$ cat src/rtl/mem_arbiter_pkg.sv
// Shared definitions for the two-port memory arbiter: FSM states and port indices.
package mem_arbiter_pkg;

  typedef enum logic [1:0] {IDLE, REQ, WAIT, RESP} arb_state_t;

  typedef logic port_t;
  localparam port_t PORT_D  = 1'b0;
  localparam port_t PORT_IF = 1'b1;

  localparam int DATA_W = 32;
  localparam int STRB_W = DATA_W / 8;

endpackage

$ cat src/rtl/mem_arbiter_if.sv
// Bundle of requester (fetch, data) and memory-side signals around mem_arbiter.
interface mem_arbiter_if #(
  parameter int ADDR_W = 32
);
  import mem_arbiter_pkg::*;

  logic                if_valid;
  logic                if_ready;
  logic [ADDR_W-1:0]   if_addr;
  logic                if_rvalid;
  logic [DATA_W-1:0]   if_rdata;
  logic                if_err;

  logic                d_valid;
  logic                d_ready;
  logic [ADDR_W-1:0]   d_addr;
  logic                d_we;
  logic [STRB_W-1:0]   d_wstrb;
  logic [DATA_W-1:0]   d_wdata;
  logic                d_rvalid;
  logic [DATA_W-1:0]   d_rdata;
  logic                d_err;

  logic                mem_req;
  logic [ADDR_W-1:0]   mem_addr;
  logic                mem_we;
  logic [STRB_W-1:0]   mem_wstrb;
  logic [DATA_W-1:0]   mem_wdata;
  logic                mem_gnt;
  logic                mem_rvalid;
  logic [DATA_W-1:0]   mem_rdata;

  modport slave (
    input  if_valid, if_addr,
    output if_ready, if_rvalid, if_rdata, if_err,
    input  d_valid, d_addr, d_we, d_wstrb, d_wdata,
    output d_ready, d_rvalid, d_rdata, d_err,
    output mem_req, mem_addr, mem_we, mem_wstrb, mem_wdata,
    input  mem_gnt, mem_rvalid, mem_rdata
  );

  modport master (
    output if_valid, if_addr,
    input  if_ready, if_rvalid, if_rdata, if_err,
    output d_valid, d_addr, d_we, d_wstrb, d_wdata,
    input  d_ready, d_rvalid, d_rdata, d_err,
    input  mem_req, mem_addr, mem_we, mem_wstrb, mem_wdata,
    output mem_gnt, mem_rvalid, mem_rdata
  );

endinterface

$ cat src/rtl/mem_arbiter_arb_pick.sv
// Combinational two-way winner select: a lone requester wins; on a tie the port not granted last wins.
module arb_pick
  import mem_arbiter_pkg::*;
(
  input  logic  valid_d,
  input  logic  valid_if,
  input  port_t last,
  output logic  any,
  output port_t winner
);

  always_comb begin
    winner = PORT_D;
    if (valid_d && valid_if)
      winner = (last == PORT_D) ? PORT_IF : PORT_D;
    else if (valid_if)
      winner = PORT_IF;
  end

  assign any = valid_d | valid_if;

endmodule

$ cat src/rtl/mem_arbiter.sv
// Fetch/data arbiter onto a single-port memory, one transaction in flight, with response timeout.
// Define MEM_ARBITER_RR_EN for round-robin arbitration; otherwise the data port has fixed priority.
module mem_arbiter
  import mem_arbiter_pkg::*;
#(
  parameter int ADDR_W  = 32,
  parameter int TIMEOUT = 15
) (
  input  logic          clk,
  input  logic          reset,
  mem_arbiter_if.slave  bus
);

  localparam int CNT_W = $clog2(TIMEOUT + 1);

  arb_state_t           state, state_nx;
  port_t                port_r, winner, last;
  logic                 any, accept, timeout;
  logic [ADDR_W-1:0]    addr_r;
  logic                 we_r;
  logic [STRB_W-1:0]    wstrb_r;
  logic [DATA_W-1:0]    wdata_r, rdata_r;
  logic                 err_r;
  logic [CNT_W-1:0]     cnt_r, cnt_inc;
  logic                 d_rvalid, if_rvalid;

  function automatic logic [CNT_W-1:0] sat_inc(input logic [CNT_W-1:0] c);
    return (c >= CNT_W'(TIMEOUT)) ? c : c + 1'b1;
  endfunction

  function automatic logic [ADDR_W-1:0] word_align(input logic [ADDR_W-1:0] a);
    return a & ~ADDR_W'(3);
  endfunction

`ifdef MEM_ARBITER_RR_EN
  port_t last_r;
  // Reset value points at the fetch port so the data port wins the first tie.
  always_ff @(posedge clk or posedge reset) begin
    if (reset)       last_r <= PORT_IF;
    else if (accept) last_r <= winner;
  end
  assign last = last_r;
`else
  assign last = PORT_IF;
`endif

  arb_pick u_pick (
    .valid_d  (bus.d_valid),
    .valid_if (bus.if_valid),
    .last     (last),
    .any      (any),
    .winner   (winner)
  );

  always_ff @(posedge clk or posedge reset) begin
    if (reset) state <= IDLE;
    else       state <= state_nx;
  end

  always_comb begin
    state_nx = state;
    accept   = 1'b0;
    timeout  = 1'b0;
    cnt_inc  = sat_inc(cnt_r);
    case (state)
      IDLE: if (any && !reset) begin
        accept   = 1'b1;
        state_nx = REQ;
      end
      REQ:  if (bus.mem_gnt) state_nx = WAIT;
      WAIT: begin
        if (bus.mem_rvalid) begin
          state_nx = RESP;
        end else if (cnt_inc == CNT_W'(TIMEOUT)) begin
          timeout  = 1'b1;
          state_nx = RESP;
        end
      end
      RESP:    state_nx = IDLE;
      default: state_nx = IDLE;
    endcase
  end

  always_ff @(posedge clk or posedge reset) begin
    if (reset) begin
      port_r  <= PORT_D;
      addr_r  <= '0;
      we_r    <= 1'b0;
      wstrb_r <= '0;
      wdata_r <= '0;
      rdata_r <= '0;
      err_r   <= 1'b0;
      cnt_r   <= '0;
    end else begin
      if (accept) begin
        port_r <= winner;
        if (winner == PORT_D) begin
          addr_r  <= word_align(bus.d_addr);
          we_r    <= bus.d_we;
          wstrb_r <= bus.d_wstrb;
          wdata_r <= bus.d_wdata;
        end else begin
          addr_r  <= word_align(bus.if_addr);
          we_r    <= 1'b0;
          wstrb_r <= '0;
          wdata_r <= '0;
        end
      end
      if (state == REQ && bus.mem_gnt) cnt_r <= '0;
      else if (state == WAIT)          cnt_r <= cnt_inc;
      // Stores complete with zero read data; a timeout reports an error with zero data.
      if (state == WAIT && bus.mem_rvalid) begin
        rdata_r <= we_r ? '0 : bus.mem_rdata;
        err_r   <= 1'b0;
      end else if (timeout) begin
        rdata_r <= '0;
        err_r   <= 1'b1;
      end
    end
  end

  assign d_rvalid  = (state == RESP) && (port_r == PORT_D);
  assign if_rvalid = (state == RESP) && (port_r == PORT_IF);

  assign bus.d_ready   = accept && (winner == PORT_D);
  assign bus.if_ready  = accept && (winner == PORT_IF);
  assign bus.d_rvalid  = d_rvalid;
  assign bus.if_rvalid = if_rvalid;
  assign bus.d_rdata   = rdata_r;
  assign bus.if_rdata  = rdata_r;
  assign bus.d_err     = d_rvalid && err_r;
  assign bus.if_err    = if_rvalid && err_r;

  assign bus.mem_req   = (state == REQ);
  assign bus.mem_addr  = addr_r;
  assign bus.mem_we    = (state == REQ) && we_r;
  assign bus.mem_wstrb = wstrb_r;
  assign bus.mem_wdata = wdata_r;

endmodule

$ cat src/flat_wrapper.sv
// flat-port wrapper written by rule: the top's interface ports become plain ports
module mem_arbiter_flat import mem_arbiter_pkg::*;
#(
  parameter int ADDR_W  = 32,
  parameter int TIMEOUT = 15
)
  (clk, reset, bus_if_valid, bus_if_addr, bus_if_ready, bus_if_rvalid, bus_if_rdata, bus_if_err, bus_d_valid, bus_d_addr, bus_d_we, bus_d_wstrb, bus_d_wdata, bus_d_ready, bus_d_rvalid, bus_d_rdata, bus_d_err, bus_mem_req, bus_mem_addr, bus_mem_we, bus_mem_wstrb, bus_mem_wdata, bus_mem_gnt, bus_mem_rvalid, bus_mem_rdata);
  mem_arbiter_if #(.ADDR_W(ADDR_W)) bus_i ();
  input  logic clk;
  input  logic reset;
  input wire logic [$bits(bus_i.if_valid)-1:0] bus_if_valid;
  input wire logic [$bits(bus_i.if_addr)-1:0] bus_if_addr;
  output wire logic [$bits(bus_i.if_ready)-1:0] bus_if_ready;
  output wire logic [$bits(bus_i.if_rvalid)-1:0] bus_if_rvalid;
  output wire logic [$bits(bus_i.if_rdata)-1:0] bus_if_rdata;
  output wire logic [$bits(bus_i.if_err)-1:0] bus_if_err;
  input wire logic [$bits(bus_i.d_valid)-1:0] bus_d_valid;
  input wire logic [$bits(bus_i.d_addr)-1:0] bus_d_addr;
  input wire logic [$bits(bus_i.d_we)-1:0] bus_d_we;
  input wire logic [$bits(bus_i.d_wstrb)-1:0] bus_d_wstrb;
  input wire logic [$bits(bus_i.d_wdata)-1:0] bus_d_wdata;
  output wire logic [$bits(bus_i.d_ready)-1:0] bus_d_ready;
  output wire logic [$bits(bus_i.d_rvalid)-1:0] bus_d_rvalid;
  output wire logic [$bits(bus_i.d_rdata)-1:0] bus_d_rdata;
  output wire logic [$bits(bus_i.d_err)-1:0] bus_d_err;
  output wire logic [$bits(bus_i.mem_req)-1:0] bus_mem_req;
  output wire logic [$bits(bus_i.mem_addr)-1:0] bus_mem_addr;
  output wire logic [$bits(bus_i.mem_we)-1:0] bus_mem_we;
  output wire logic [$bits(bus_i.mem_wstrb)-1:0] bus_mem_wstrb;
  output wire logic [$bits(bus_i.mem_wdata)-1:0] bus_mem_wdata;
  input wire logic [$bits(bus_i.mem_gnt)-1:0] bus_mem_gnt;
  input wire logic [$bits(bus_i.mem_rvalid)-1:0] bus_mem_rvalid;
  input wire logic [$bits(bus_i.mem_rdata)-1:0] bus_mem_rdata;
  assign bus_i.if_valid = bus_if_valid;
  assign bus_i.if_addr = bus_if_addr;
  assign bus_if_ready = bus_i.if_ready;
  assign bus_if_rvalid = bus_i.if_rvalid;
  assign bus_if_rdata = bus_i.if_rdata;
  assign bus_if_err = bus_i.if_err;
  assign bus_i.d_valid = bus_d_valid;
  assign bus_i.d_addr = bus_d_addr;
  assign bus_i.d_we = bus_d_we;
  assign bus_i.d_wstrb = bus_d_wstrb;
  assign bus_i.d_wdata = bus_d_wdata;
  assign bus_d_ready = bus_i.d_ready;
  assign bus_d_rvalid = bus_i.d_rvalid;
  assign bus_d_rdata = bus_i.d_rdata;
  assign bus_d_err = bus_i.d_err;
  assign bus_mem_req = bus_i.mem_req;
  assign bus_mem_addr = bus_i.mem_addr;
  assign bus_mem_we = bus_i.mem_we;
  assign bus_mem_wstrb = bus_i.mem_wstrb;
  assign bus_mem_wdata = bus_i.mem_wdata;
  assign bus_i.mem_gnt = bus_mem_gnt;
  assign bus_i.mem_rvalid = bus_mem_rvalid;
  assign bus_i.mem_rdata = bus_mem_rdata;
  mem_arbiter #(.ADDR_W(ADDR_W), .TIMEOUT(TIMEOUT)) u_core (.clk(clk), .reset(reset), .bus(bus_i));
endmodule
$ cat config.mk
export PLATFORM = sky130hd
export DESIGN_NAME = mem_arbiter_flat
export DESIGN_NICKNAME = d
export VERILOG_FILES = /design/src/rtl/mem_arbiter_pkg.sv /design/src/rtl/mem_arbiter_if.sv /design/src/rtl/mem_arbiter_arb_pick.sv /design/src/rtl/mem_arbiter.sv /design/src/flat_wrapper.sv
export SDC_FILE = /design/constraint.sdc
export NUM_CORES = 1
export LEC_CHECK = 0
export ABC_AREA = 1
export CORE_ASPECT_RATIO = 1.5
export CORE_MARGIN = 1.5
export CORE_UTILIZATION = 35
export DETAILED_ROUTE_END_ITERATION = 6
export HOLD_SLACK_MARGIN = 0.15
export PLACE_DENSITY = 0.75
export REMOVE_ABC_BUFFERS = 1
export SYNTH_ARGS = -nofsm -noshare
export SYNTH_HDL_FRONTEND = slang
export SYNTH_SLANG_ARGS = --single-unit
$ cat constraint.sdc
create_clock -name clk -period 6.7 [get_ports clk]
set_input_delay 1.675 -clock clk [delete_from_list [all_inputs] [get_ports clk]]
set_output_delay 1.675 -clock clk [all_outputs]
set_load 0.05 [all_outputs]
After elaboration in Yosys (flattened, before gate mapping)
Cells that the tools add are included. Widths: inputs -> output; s select.

Reductions and logical operators: 16. Magnitude comparators: 1. Mux-type cells: 24. Add/subtract/negate cells: 1. Equal/unequal tests: 7. Bitwise gates (word level): 3.

Operators by type and width (count): $mux 32 (5); $mux 4 (4); $logic_and 1x1->1 (11); $mux 1 (10); $mux 2 (4); $pmux 2 s4 (1); $add 4x1->4 const B (1); $eq 2x2->1 const B (2); $eq 4x4->1 const B (1); $ge 4x4->1 const B (1); $ne 2x1->1 const B (2); $reduce_bool 2->1 (2); $ne 3x2->1 const B (1); $reduce_and 3->1 (1); $eq 2x1->1 const B (1); $logic_not 2->1 (1); $not 1->1 (2); $logic_not 1->1 (1); $or 1x1->1 (1).

Output and inout bits: 140. Register bits: 109.

Depth between registers and ports, before layout
Gate-level depths: netlist of the first run.

Word-level depth: 8. Mapped depth: 11. Depth with buffers taken out: 11.

Modules after synthesis
Synthesis of the first run repeated with hierarchy kept, for this count alone.

Cells, all modules: 506. Area, all modules: 4684.5 sq um.

Modules (own cells, without submodules): mem_arbiter (cells an instance 503, seq. area each 2677.6 sq um, times used 1, area an instance 4669.5 sq um); arb_pick (cells an instance 3, seq. area each 0.0 sq um, times used 1, area an instance 15.0 sq um).

Worst setup path before layout of the first run
No wires, ideal clock.

Path kind: input port to output port. Start: input port reset. End: output port bus_if_ready. Cell stages on the path: 6. Arrival: 4925 ps. Path buffers: 1. Data required time: 5025 ps. Setup slack: 100 ps. Path through: inv_1 -> o21ai_1 -> nor2_1 -> nand2_1 -> inv_1 -> buf_2.

Cells in the longest elaborated chain, start to end: 5.

RTL lines: start: declaration (RTL line flat_wrapper.sv:10) `input logic reset;`; $logic_not 1->1 (RTL line mem_arbiter.sv:66) `IDLE: if (any && !reset) begin`; $logic_and 1x1->1 (RTL line mem_arbiter.sv:66); $mux 1 (RTL line mem_arbiter.sv:66); $mux 1 (RTL line mem_arbiter.sv:65) `case (state)`; $logic_and 1x1->1 (RTL line mem_arbiter.sv:126) `assign bus.if_ready = accept && (winner == PORT_IF);`; end: declaration (RTL line flat_wrapper.sv:13) `output wire logic [$bits(bus_i.if_ready)-1:0] bus_if_ready;`.

No other way between the ends.

Worst setup path after layout of the first run
Same ends and word-level chain as after synthesis.

==> metrics.csv, run 1 <==
stage;metric;value;unit
place;Placement Cell Area;0.00733;mm2
power;Worst VDD drop;0.259;mV
final_layout;Final #Nets;879;
setup_path;Reg2Reg Setup Slack;4.28;ns
grt;global-route wire length before repair;22.8;mm
power;P_int;2200;uW
power;NetSw;2330;uW
route;post-route ant nets;0;
route;vias per cell;4.90;
clock_network;worst-case clock buffer depth;2;
setup_path;CP arrival;3.23;ns
yosys;Synth cell types;22;
yosys;largest cells by area after synthesis;dfrtp_1 (56%), nand2_1 (14%), a22o_1 (6.8%);
floorplan;DIE AREA;0.0143;mm2
place;hpwl dp;10.5;mm
setup_path;crit path capture type;output port;
clock_network;cts bufs inserted;9;
setup_path;Worst path top cell family by delay;buffers and inverters;
grt;GRT Residual Overflow;0;
clock_network;worst skew pair latency;0.34;ns
route;1st-iter DRT viols;142;
setup_path;reg2reg start;u_core.state[0];
power;Leak Pwr;0.00351;uW
grt;largest net degree at the start of global routing;69;
final_layout;layout cell share with drive strength beyond 1;5.55;%
yosys;Yosys top cell area share;56.3;%
yosys;YS warnings;0;
clock_network;Resized cells post-CTS;0;
floorplan;core region area;0.0134;mm2
setup_path;CP most frequent cell;buf_4;
power;Gate power share;61.7;%
sta;TNS Setup;0;ns
sta;fmax;204;MHz
run_status;status;complete, no violations;
clock_network;clock sinks;107;
floorplan;num rows;52;
place;Port Buffer Count;272;
worst_hold_path;hold path depth;2;
route;# DRC;0;
worst_hold_path;hold_sp;u_core.err_r;
yosys;Mapped Area;0.00476;mm2
sta;Fin Hold WS;0.485;ns
sta;min cycle time layout;4.90;ns
grt;initial antenna violation count;0;
setup_path;slowest stage delay, CP;0.45;ns
route;Pre-antenna DRT Iters;4;
worst_hold_path;Hold Crit Class;flip-flop to flip-flop;
sta;fin crit share;73.2;%
sta;Final Hold Fails;0;
sta;Slew Viols, Final;0;
setup_path;crit path cell chain;clkdlybuf4s50_1, inv_4, o21ai_1, nor2_1, nand2_1, inv_1, buf_4, buf_4;
setup_path;Max FO, Critical Path;31;
floorplan;initial cell density of the core;35.5;%
floorplan;IO Pins;279;
yosys;Synth Register Bits;107;
route;Vias;4415;
power;Final Power;4530;uW
power;clock power share;12.8;%
yosys;sequential-to-total area share from yosys stat;56.3;%
route;Detailed Route WL;14.1;mm
run;MaxCap Viol Count;0;
sta;unrepaired setup endpoints after global routing;false;
setup_path;critical path launch point type;input pin;
setup_path;reg2reg end;u_core.bus.d_rdata[21];
setup_path;Worst R2R Path Depth;7;
setup_path;CP Depth;8;
clock_network;postcts setup bufs;0;
grt;gr usage total;19.9;%
final_layout;ant diodes;0;
setup_path;Crit Path Class;input pin to output port;
clock_network;CTS root buf;clkbuf_16;
yosys;Avg Synthesized Cell Area;9.42;um2
final_layout;Area growth syn-to-layout;61.0;%
sta;worst-margin pin slew;1.21;ns
place;GPL Wtd Cong;0.815;
final_layout;# fillers;1168;
setup_path;Required @ worst endpoint;5.03;ns
power;Sequential Power Share;25.5;%
floorplan;die span in x;98.2;um
clock_network;H-tree Lvls;3;
worst_hold_path;Hold EP;u_core.err_r;
floorplan;Die Y;146;um
sta;# setup viols final;0;
sta;max_slew headroom;19.4;%
setup_path;Buf/Inv on CP;5;
clock_network;post-cts hold buffer count;0;
sta;Worst Skew;0.0106;ns
final_layout;design area;0.00766;mm2
route;WL/cell;15.7;um
power;pwr dens;592;mW/mm2
yosys;synthesized instance count;505;
clock_network;CTS tree;built;
grt;vias in the first global route;4443;
clock_network;CTS clk-pin slew, worst paths;0.07;ns
yosys;cell taking the most area after synthesis;dfrtp_1;
power;switching share of total power;51.5;%
setup_path;slowest CP cell;clkdlybuf4s50_1;
-- worst register-to-register path: stages, from the launching register on --
cell and delay, ns:
dfrtp_1 0.42, inv_1 0.13, ha_1 0.22, nand2_1 0.06
buf_4 0.26, nor2_2 0.95, nand2_1 0.19, nand2_1 0.13
-- placed cells by master (no fill, tap or decap), drive strengths merged --
cell | netlist | layout
clkdlybuf4s50 | 0 | 270
nand2 | 183 | 183
dfrtp | 107 | 107
nand3 | 67 | 67
a22o | 37 | 37
inv | 22 | 25
nor2 | 12 | 12
clkbuf | 9 | 9
buf | 51 | 7
ha | 6 | 6
o22ai | 4 | 4
nand4 | 2 | 2
conb | 1 | 2
clkinvlp | 0 | 2
bufinv | 0 | 2
o21ai | 1 | 1
a22oi | 1 | 1
or2 | 1 | 1
nor3 | 1 | 1
-- how the worst max path moves through the flow --
stage / startpoint / endpoint / slack (ns)
after floorplan: reset / bus_if_ready / -0.21
after global placement: reset / bus_if_ready / 1.81
after detailed placement: reset / bus_if_ready / 1.80
after CTS: reset / bus_if_ready / 1.79
after global routing: reset / bus_if_ready / 1.68
final: reset / bus_if_ready / 1.80
-- registers in the layout, summed over array words and instances (netlist names) --
signal                flops
u_core.state              2
u_core.we_r               1
u_core.err_r              1
u_core.cnt_r              4
u_core.bus.mem_wdata     32
u_core.bus.d_rdata       32
u_core.port_r             1
u_core.bus.mem_addr      30
u_core.bus.mem_wstrb      4
-- power by group through the flow --
| stage | clock network, uW | registers [uW] | logic (uW) |
|---|---|---|---|
| 2_1_floorplan | 0 | 2440 | 491 |
| 3_3_place_gp | 0 | 1150 | 2760 |
| 3_5_place_dp | 0 | 1160 | 2810 |
| 4_1_cts | 599 | 1160 | 2810 |
| 5_1_grt | 630 | 1200 | 2910 |
| 6_report | 581 | 1160 | 2790 |
-- layer usage --
metal  part of all wire [%]  track usage (%)  wire length (um)
met5                      0                0                 0
met4                    3.1             7.96               445
met3                    7.6             4.37              1080
met2                     53             36.0              7430
met1                     37             22.6              5190
-- Yosys cell counts --
master    instances
a22o_1           37
a22oi_1           1
buf_2            12
buf_4            36
buf_6             3
clkbuf_1          9
conb_1            1
dfrtp_1         107
ha_1              6
inv_1            21
inv_2             1
nand2_1         183
nand3_1          56
nand3_2          10
nand3_4           1
nand4_1           2
nor2_1           10
nor2_2            2
nor3_1            1
o21ai_1           1
o22ai_1           4
or2_2             1
-- cell families after synthesis --
kind of cell	synth area share, %
other cells	0.0788
buf+inv	10.1
simple gates	24.4
compound gates	7.60
flops	56.3
fa+ha+maj	1.58
-- area by class of cell --
class                           instances  area (um2)  share of cell area (%)
Sequential cell                       107        2680                    35.0
Tap cell                              162         203                    2.65
Clock buffer                            9         225                    2.94
Clock inverter                          7         106                    1.39
Multi-Input combinational cell        317        1610                    21.0
Timing Repair Buffer                  277        2760                    36.0
Inverter                               22        85.1                    1.11
-- metrics by stage --
step	std cells	util, %	worst slack, ns
3_5_place_dp	885	54.7	1.80
2_1_floorplan	446	-	-0.206
4_1_cts	901	57.1	1.79
6_report	901	57.1	1.80
3_3_place_gp	885	54.7	1.81
5_1_grt	901	57.1	1.68
Note: power is estimated with default switching activity, not from simulation.
==> run 2, diff against run 1 <==
--- a/config.mk
+++ b/config.mk
@@ -8,10 +8,10 @@
 export ABC_AREA = 1
 export CORE_ASPECT_RATIO = 1.5
 export CORE_MARGIN = 1.5
-export CORE_UTILIZATION = 35
+export CORE_UTILIZATION = 34
 export DETAILED_ROUTE_END_ITERATION = 6
 export HOLD_SLACK_MARGIN = 0.15
-export PLACE_DENSITY = 0.75
+export PLACE_DENSITY = 0.76
 export REMOVE_ABC_BUFFERS = 1
 export SYNTH_ARGS = -nofsm -noshare
 export SYNTH_HDL_FRONTEND = slang
==> constraint.sdc (replaced) <==
create_clock -name clk -period 4.25 [get_ports clk]
set_input_delay 1.0625 -clock clk [delete_from_list [all_inputs] [get_ports clk]]
set_output_delay 1.0625 -clock clk [all_outputs]
set_load 0.05 [all_outputs]
==> metrics.csv, run 2 (synthesis results as in run 1) <==
stage;metric;value;unit
run_status;status;complete, no violations;
power;Sequential Power Share;25.5;%
route;Detailed Route WL;14.5;mm
power;pwr dens;930;mW/mm2
setup_path;Worst path top cell family by delay;buffers and inverters;
setup_path;crit path capture type;output port;
sta;# setup viols final;0;
sta;Worst Skew;0.0113;ns
clock_network;CTS root buf;clkbuf_16;
grt;gr usage total;19.7;%
final_layout;Area growth syn-to-layout;62.0;%
route;WL/cell;16.1;um
final_layout;most frequent cells in the layout;clkdlybuf4s50_1 (270), nand2_1 (183), dfrtp_1 (107);
final_layout;layout cell share with drive strength beyond 1;5.93;%
setup_path;CP arrival;2.26;ns
final_layout;register area;0.00268;mm2
floorplan;IO Pins;279;
grt;global-route wire length before repair;23.0;mm
final_layout;ant diodes;0;
place;GPL Wtd Cong;0.821;
route;vias per cell;4.92;
worst_hold_path;hold_sp;u_core.err_r;
route;post-route ant nets;0;
final_layout;multi-input logic area;0.00161;mm2
power;clock power share;12.8;%
clock_network;CTS tree;built;
clock_network;Resized cells post-CTS;0;
final_layout;design area;0.00771;mm2
setup_path;slowest stage delay, CP;0.45;ns
grt;GRT Residual Overflow;0;
floorplan;initial cell density of the core;35.0;%
final_layout;# fillers;1202;
setup_path;critical path launch point type;input pin;
setup_path;crit path cell chain;clkdlybuf4s50_1, inv_4, o21ai_1, nor2_1, nand2_1, inv_1, buf_12;
run;MaxCap Viol Count;0;
place;Placement Cell Area;0.00737;mm2
floorplan;core region area;0.0136;mm2
floorplan;Die Y;148;um
sta;worst-margin pin slew;0.718;ns
floorplan;num rows;52;
final_layout;Final #Nets;882;
setup_path;reg2reg start;u_core.state[0];
clock_network;postcts setup bufs;0;
setup_path;slowest CP cell;clkdlybuf4s50_1;
power;Leak Pwr;0.00354;uW
final_layout;most common cell after layout, fill and taps aside;clkdlybuf4s50_1;
power;NetSw;3680;uW
sta;max_slew headroom;52.1;%
clock_network;cts bufs inserted;9;
clock_network;post-cts hold buffer count;0;
setup_path;Required @ worst endpoint;3.19;ns
final_layout;Finished Core Util;56.7;%
worst_hold_path;Hold Crit Class;flip-flop to flip-flop;
sta;Final Hold Fails;0;
sta;fin crit share;78.3;%
floorplan;DIE AREA;0.0147;mm2
route;1st-iter DRT viols;180;
sta;fmax;301;MHz
sta;min cycle time layout;3.33;ns
setup_path;Crit Path Class;input pin to output port;
sta;unrepaired setup endpoints after global routing;false;
route;Vias;4447;
clock_network;worst skew pair latency;0.34;ns
route;# DRC;0;
clock_network;H-tree Lvls;3;
power;Worst VDD drop;0.503;mV
place;Port Buffer Count;272;
floorplan;die span in x;99.6;um
place;hpwl dp;10.9;mm
sta;Slew Viols, Final;0;
grt;largest net degree at the start of global routing;68;
setup_path;Max FO, Critical Path;3;
power;P_int;3490;uW
grt;initial antenna violation count;0;
route;Pre-antenna DRT Iters;4;
clock_network;clock sinks;107;
power;switching share of total power;51.3;%
clock_network;worst-case clock buffer depth;2;
power;Gate power share;61.7;%
clock_network;CTS clk-pin slew, worst paths;0.07;ns
grt;vias in the first global route;4592;
setup_path;Buf/Inv on CP;4;
setup_path;CP Launch Point;reset;
-- run 2: changes by cell type in the layout (fill, tap and decap cells not counted) --
cell	before	now
buf_12	0	2
clkinv_4	0	2
clkinvlp_4	2	0
inv_8	2	0
buf_4	7	8
clkbuf_8	0	1
inv_6	1	2
-- run 2: area by class of cell --
| cell class | instances | share of cell area [%] |
|---|---|---|
| repair buffers | 280 | 36.4 |
| clock buffers | 10 | 3.10 |
| clock inverters | 6 | 1.23 |
| flip-flops and latches | 107 | 34.7 |
| inverters | 22 | 1.10 |
| multi-input cells | 317 | 20.8 |
| well taps | 162 | 2.63 |
-- run 2: per-layer routing --
metal	GRT usage (%)	routed length, um	vias up	share of wire [%]
met5	0	0	-	0
met4	5.70	233	0	1.6
met3	5.58	1210	21	8.4
met2	36.4	7620	247	53
met1	21.8	5450	2115	38
li1	-	-	2064	-
-- run 2: tightest hold or removal path, delay by kind of cell, from the launching register on --
| kind | cells | cell delay, ns |
|---|---|---|
| AND/OR/NAND/NOR | 2 | 0.10 |
| flip-flops | 1 | 0.34 |
-- run 2: final timing paths --
kind | depth (start not counted) | slack (ns) | endpoint
setup reg to reg | 9 | 2.16 | u_core.bus.mem_addr[13]
min in group asynchronous | 3 | 1.28 | u_core.state[1]
hold reg to reg | 2 | 0.48 | u_core.err_r
setup / recovery | 7 | 0.92 | bus_if_ready
max in group asynchronous | 4 | 1.78 | u_core.bus.mem_addr[11]
hold / removal | 2 | 0.48 | u_core.err_r
-- run 2: power groups by stage --
stage / sequential, uW / combinational [uW] / clock [uW]
after CTS: 1830 / 4450 / 947
after global routing: 1890 / 4620 / 987
after floorplan: 3850 / 774 / 0
final: 1830 / 4430 / 919
after global placement: 1810 / 4370 / 0
after detailed placement: 1830 / 4450 / 0
-- run 2: metrics by stage --
step | cells | total power, uW | setup slack, ns | TNS, ns | hold slack, ns
5_1_grt | 904 | 7490 | 0.818 | 0 | 0.506
3_5_place_dp | 888 | 6280 | 0.902 | 0 | 0.468
3_3_place_gp | 888 | 6170 | 0.928 | 0 | 0.467
6_report | 904 | 7170 | 0.923 | 0 | 0.481
2_1_floorplan | 446 | 4620 | -1.43 | -48.56 | 0.450
4_1_cts | 904 | 7230 | 0.904 | 0 | 0.487
==> edit 1 (flow settings as in run 1) <==
The 4 states of `arb_state_t` get a one-hot encoding in 4 bits.
--- a/src/rtl/mem_arbiter_pkg.sv
+++ b/src/rtl/mem_arbiter_pkg.sv
@@ -3,3 +3,3 @@
 
-  typedef enum logic [1:0] {IDLE, REQ, WAIT, RESP} arb_state_t;
+  typedef enum logic [3:0] {IDLE = 4'b0001, REQ = 4'b0010, WAIT = 4'b0100, RESP = 4'b1000} arb_state_t;
 
Formal check against the unedited RTL: same outputs for any inputs over 10 cycles, from zero or initial values and one cycle with reset high; not proved beyond that.
==> edit 1 against run 1 <==
  * The run now ends with DRC left
  * Combinational power fell by 32%
  * Worst setup slack lost 180 ps
  * Clock power fell by 0.7%
  * Critical path depth shrank 4
  * Register-to-register slack gained 120 ps
  * Total power shrank 22%
  * Wire length rose by 0.42%
  * Count of clock-buffer cells in the layout up 1
  * Design area is 0.96% higher
  * Synthesized area up 1.6%
  * Sequential cell count grew 2
==> edit 1: results (changes against run 1) <==
| Metric | Value |
|---|---|
| Reg2reg end | `u_core.bus.d_rdata[31]$_DFFE_PP0P_` |
| TritonRoute pass-1 iters | `7 (+3)` |
| Hold EP | `u_core.bus.mem_wdata[25]$_DFFE_PP0P_` |
| HP Class | `reg -> reg` |
| Global-route usage over all layers | `0.191 (-0.00868)` |
| Post-synthesis compound-gate area fraction | `0.0119 (-0.0641)` |
| Adder-cell share of the synthesized area | `0.00259 (-0.0132)` |
| Post-synthesis sequential area ratio | `0.565 (+0.00173)` |
| Slowest stage delay, CP | `870 ps (+420 ps)` |
| Worst Path Arrival | `3410 ps (+180 ps)` |
| Finished Layout Cells | `968 (+7.4%)` |
| Critical-path top delay cell | `clkdlybuf4s50_1` |
| Setup Skew | `11.1 ps (+0.486 ps)` |
| Slew @ Worst Pin | `735 ps (-472 ps)` |
| FF-to-FF path depth | `7 (unchanged)` |
| CTS H-tree lvls | `3 (unchanged)` |
| Dpl hpwl | `10100 microns (-4.3%)` |
| Reg clk slew, reported paths | `70 ps (about the same)` |
| Fillers | `1180 (+1.0%)` |
| Port bufs | `272 (unchanged)` |
| First-pass GRT wire length | `21800 microns (-4.7%)` |
| Post-route DRC | `21 (+21)` |
| Vias in the first global route | `4303 (-3.2%)` |
| Layout cells sized above 1 | `0.0447 (-0.0108)` |
| CTS resizes | `0 (unchanged)` |
| Worst R2R Start | `u_core.state[1]$_DFFE_PP0P_` |
| Syn avg cell area | `8.45 sq um (-10%)` |
| Routed length per instance | `14.7 microns (-6.5%)` |
| Yosys cell types | `27 (+23%)` |
| Worst vdd ir | `0.000175 V (-32%)` |
| Most used DFF post-synth | `dfrtp_1` |
| Synth top cells by count | `nand2_1, dfrtp_1, nand3_1` |
| CTS root buffer | `clkbuf_16` |
| Total Nets Final | `941 (+7.1%)` |
| Inserted Clock Buffers | `9 (unchanged)` |
| Initial antenna violation count | `0 (unchanged)` |
| Reg2Reg Setup Slack | `4400 ps (+120 ps)` |
| Post-synthesis mux area share | `0 (unchanged)` |
| Post-DP Area | `7410 sq um (+1.1%)` |
| Vias/cell | `4.63 (-5.5%)` |
| Postcts setup bufs | `0 (unchanged)` |
| Routability cong. | `0.780 (-4.3%)` |
| Synthesis Warnings | `0 (unchanged)` |
| Status | `finished with violations` |
| XOR/XNOR share of the synthesized area | `0 (unchanged)` |
| Place WS | `1600 ps (-204 ps)` |
| Asr flop ratio synth | `1.00 (unchanged)` |
| Iteration-0 DRC Markers | `145 (+2.1%)` |
| Cell family with most CP delay | `buffers and inverters` |
| Max FO, Critical Path | `2 (-94%)` |
| Hold path startpoint | `u_core.bus.mem_wdata[25]$_DFFE_PP0P_` |
| Ant. Diodes | `0 (unchanged)` |
| Post-Place Cells | `952 (+7.6%)` |
| Failing checks | `DRC` |
| Leak | `3.65 nW (+4.0%)` |
| Skew-Pair Late Insertion Delay | `350 ps` |
| Synth area leaders | `dfrtp_1, nand2_1, nand3_1` |
-- edit 1: cell types whose count changed after synthesis, moves of 3 or more --
cell	delta
a22o_1	-37
buf_1	+3
o21ai_0	+3
nand3_2	-7
ha_1	-5
clkbuf_1	-4
inv_1	-5
nand2_1	+97
nand3_1	+7
-- edit 1: per-layer routing --
metal  track usage  vias up  share of wire
met5             0        -              0
met4        0.0714        0          0.023
met3        0.0395       23          0.081
met2         0.337      182           0.51
met1         0.226     2074           0.39
li1              -     2204              -
-- edit 1: kinds of logic (layout without fill, tap and decap cells) --
group           count (synthesis)  after routing
buf+inv                        79            312
other cells                     1              2
compound gates                 10             10
simple gates                  372            372
flops                         109            109
fa+ha+maj                       1              1
-- edit 1: cell type report --
cell class | instances | area, sq um | area share
Clock buffer | 10 | 229 | 0.0296
Sequential cell | 109 | 2730 | 0.353
Clock inverter | 6 | 95.1 | 0.0123
Timing Repair Buffer | 277 | 2770 | 0.358
Multi-Input combinational cell | 385 | 1630 | 0.211
Tap cell | 162 | 203 | 0.0262
Inverter | 19 | 73.8 | 0.00955
-- edit 1: worst max path at each step --
stage,start,endpoint,slack (ps),cells past startpoint
2_1_floorplan,reset,bus_d_ready,-820,5
3_3_place_gp,bus_if_valid,bus_if_ready,1610,4
3_5_place_dp,bus_if_valid,bus_if_ready,1600,4
4_1_cts,bus_if_valid,bus_if_ready,1600,4
5_1_grt,bus_if_valid,bus_if_ready,1560,4
6_report,bus_if_valid,bus_if_ready,1620,4
-- edit 1: worst register-to-register path, delay by kind of cell (launching register included) --
| family | cells | cell delay [ps] |
|---|---|---|
| buffers and inverters | 1 | 100 |
| flip-flops | 1 | 370 |
| AND/OR/NAND/NOR | 6 | 1770 |
-- edit 1: report_power, final --
group	total, W	switching [W]	internal, W
logic	0.00191	0.00128	0.000626
registers	0.00105	0.000149	0.000896
clock network	0.000577	0.000245	0.000332
total	0.00353	0.00168	0.00185
-- edit 1: stage by stage --
step | hold WS (ps) | setup TNS [ps] | power (W)
after floorplan | 506 | -817 | 0.00226
after global placement | 461 | 0 | 0.00295
after detailed placement | 468 | 0 | 0.00298
after CTS | 485 | 0 | 0.00357
after global routing | 511 | 0 | 0.00371
final | 480 | 0 | 0.00353
==> edit 2 (config.mk and constraints of run 1) <==
Made on the original files. `ADDR_W` is set to 32 in 3 places; all go to 64.
--- a/src/rtl/mem_arbiter_if.sv
+++ b/src/rtl/mem_arbiter_if.sv
@@ -2,3 +2,3 @@
 interface mem_arbiter_if #(
-  parameter int ADDR_W = 32
+  parameter int ADDR_W = 64
 );
--- a/src/rtl/mem_arbiter.sv
+++ b/src/rtl/mem_arbiter.sv
@@ -5,3 +5,3 @@
 #(
-  parameter int ADDR_W  = 32,
+  parameter int ADDR_W  = 64,
   parameter int TIMEOUT = 15
--- a/src/flat_wrapper.sv
+++ b/src/flat_wrapper.sv
@@ -3,3 +3,3 @@
 #(
-  parameter int ADDR_W  = 32,
+  parameter int ADDR_W  = 64,
   parameter int TIMEOUT = 15
Ports: changed (resized bus_d_addr, bus_if_addr and bus_mem_addr); port bits go from 279 to 375. The function was not compared with the original's and may differ.
==> edit 2 against run 1 <==
  * Core utilization grew 3.8 points
  * Die area grew 27%
  * Synthesized cell count grew 33%
  * Sequential power grew 28%
  * Clock power grew 74%
  * Worst setup slack lost 290 ps
  * Design area grew 34%
  * Total power grew 32%
  * Sequential share of layout area shrank 1.2 points
  * Wire length grew 43%
  * Synthesized area grew 28%
  * Sequential cell count grew 32
  * Maximum frequency shrank 5.6%
  * Critical path type unchanged
==> edit 2: results (changes against run 1) <==
| Metric | Value |
|---|---|
| Status | `finished, final reports clean` |
| Worst Path Arrival | `3520 ps (+290 ps)` |
| Largest net degree at the start of global routing | `72 (+4.3%)` |
| Global-route usage over all layers | `0.221 (+0.0219)` |
| Critical-path top delay cell | `clkdlybuf4s50_1` |
| Leak | `4.69 nW (+34%)` |
| TritonRoute pass-1 iters | `4 (unchanged)` |
| Total Nets Final | `1210 (+38%)` |
| Slew HR | `0.372 (+0.178)` |
| CTS H-tree lvls | `4 (+1)` |
| CTS Buffer Depth | `2 (unchanged)` |
| Max FO, Critical Path | `3 (-90%)` |
| Max FFs per register | `62` |
| Routed length per instance | `16.5 microns (+5.2%)` |
| Fillers | `1457 (+25%)` |
| Clock power frac | `0.169 (+0.041)` |
| Comb. pwr | `0.00349 W (+25%)` |
| Post-synthesis sequential area ratio | `0.571 (+0.00857)` |
| Inserted Clock Buffers | `17 (+8)` |
| Layout cells sized above 1 | `0.0542 (-0.00124)` |
| Synth area leaders | `dfrtp_1, nand2_1, nand3_1` |
| CTS root buffer | `clkbuf_16` |
| Register share of total power | `0.248 (-0.007)` |
| Port bufs | `368 (+35%)` |
| Vias in the first global route | `5849 (+32%)` |
| Yosys cell types | `22 (unchanged)` |
| Slowest stage delay, CP | `810 ps (+360 ps)` |
| CTS resizes | `0 (unchanged)` |
| Setup Skew | `13.6 ps (+2.95 ps)` |
| First-pass GRT wire length | `31400 microns (+37%)` |
| Synthesis Warnings | `0 (unchanged)` |
| Dpl hpwl | `14700 microns (+40%)` |
| Switching power | `0.00300 W (+28%)` |
| Worst vdd ir | `0.000523 V (+100%)` |
| Iteration-0 DRC Markers | `252 (+77%)` |
| Routability cong. | `0.823 (+1.0%)` |
| Skew-Pair Late Insertion Delay | `420 ps (+80 ps)` |
| Via Count | `5823 (+32%)` |
| Synth top cells by count | `nand2_1, dfrtp_1, nand3_1` |
| Asr flop ratio synth | `1.00 (unchanged)` |
==> edit 2: metrics by stage <==
stage	std cells	area (sq um)	setup slack, ps
final	1224	10300	1510
after global routing	1224	10300	1410
after CTS	1224	10300	1490
after detailed placement	1192	9670	1500
after global placement	1192	9670	1510
after floorplan	606	5660	-1180
==> edit 2: cells by family (layout without fill, tap and decap cells) <==
kind of cell               after synthesis  after routing  synth area share
AOI/OAI and AO/OA                       43             43            0.0594
adders and majority gates                6              6            0.0123
buffers and inverters                   91            430            0.0845
DFF                                    139            139             0.571
other                                    1              2          0.000616
and+or+nand+nor                        394            394             0.272
==> edit 2: routing by layer <==
metal,GRT usage,vias to the layer above,part of all wire
li1,-,2794,-
met1,0.239,2720,0.37
met2,0.405,266,0.53
met3,0.0624,43,0.069
met4,0.0956,0,0.034
met5,0,-,0
==> edit 2: final timing paths <==
kind,slack (ps),start,endpoint,depth (start not counted)
max reg2reg,4070,u_core.state[0]$_DFFE_PP0P_,u_core.bus.mem_addr[52]$_DFFE_PP0P_,10
min in group asynchronous,1920,reset,u_core.port_r$_DFFE_PP0P_,3
min reg2reg,490,u_core.err_r$_DFFE_PP0P_,u_core.err_r$_DFFE_PP0P_,2
max,1510,reset,bus_d_ready,7
max in group asynchronous,3310,reset,u_core.bus.mem_addr[49]$_DFFE_PP0P_,4
min,490,u_core.err_r$_DFFE_PP0P_,u_core.err_r$_DFFE_PP0P_,2
==> edit 2: final cells by class <==
| type | instances | area share |
|---|---|---|
| Timing Repair Buffer | 376 | 0.363 |
| Sequential cell | 139 | 0.338 |
| Multi-Input combinational cell | 445 | 0.204 |
| Clock buffer | 17 | 0.0413 |
| Tap cell | 210 | 0.0255 |
| Clock inverter | 15 | 0.0194 |
| Inverter | 22 | 0.00875 |
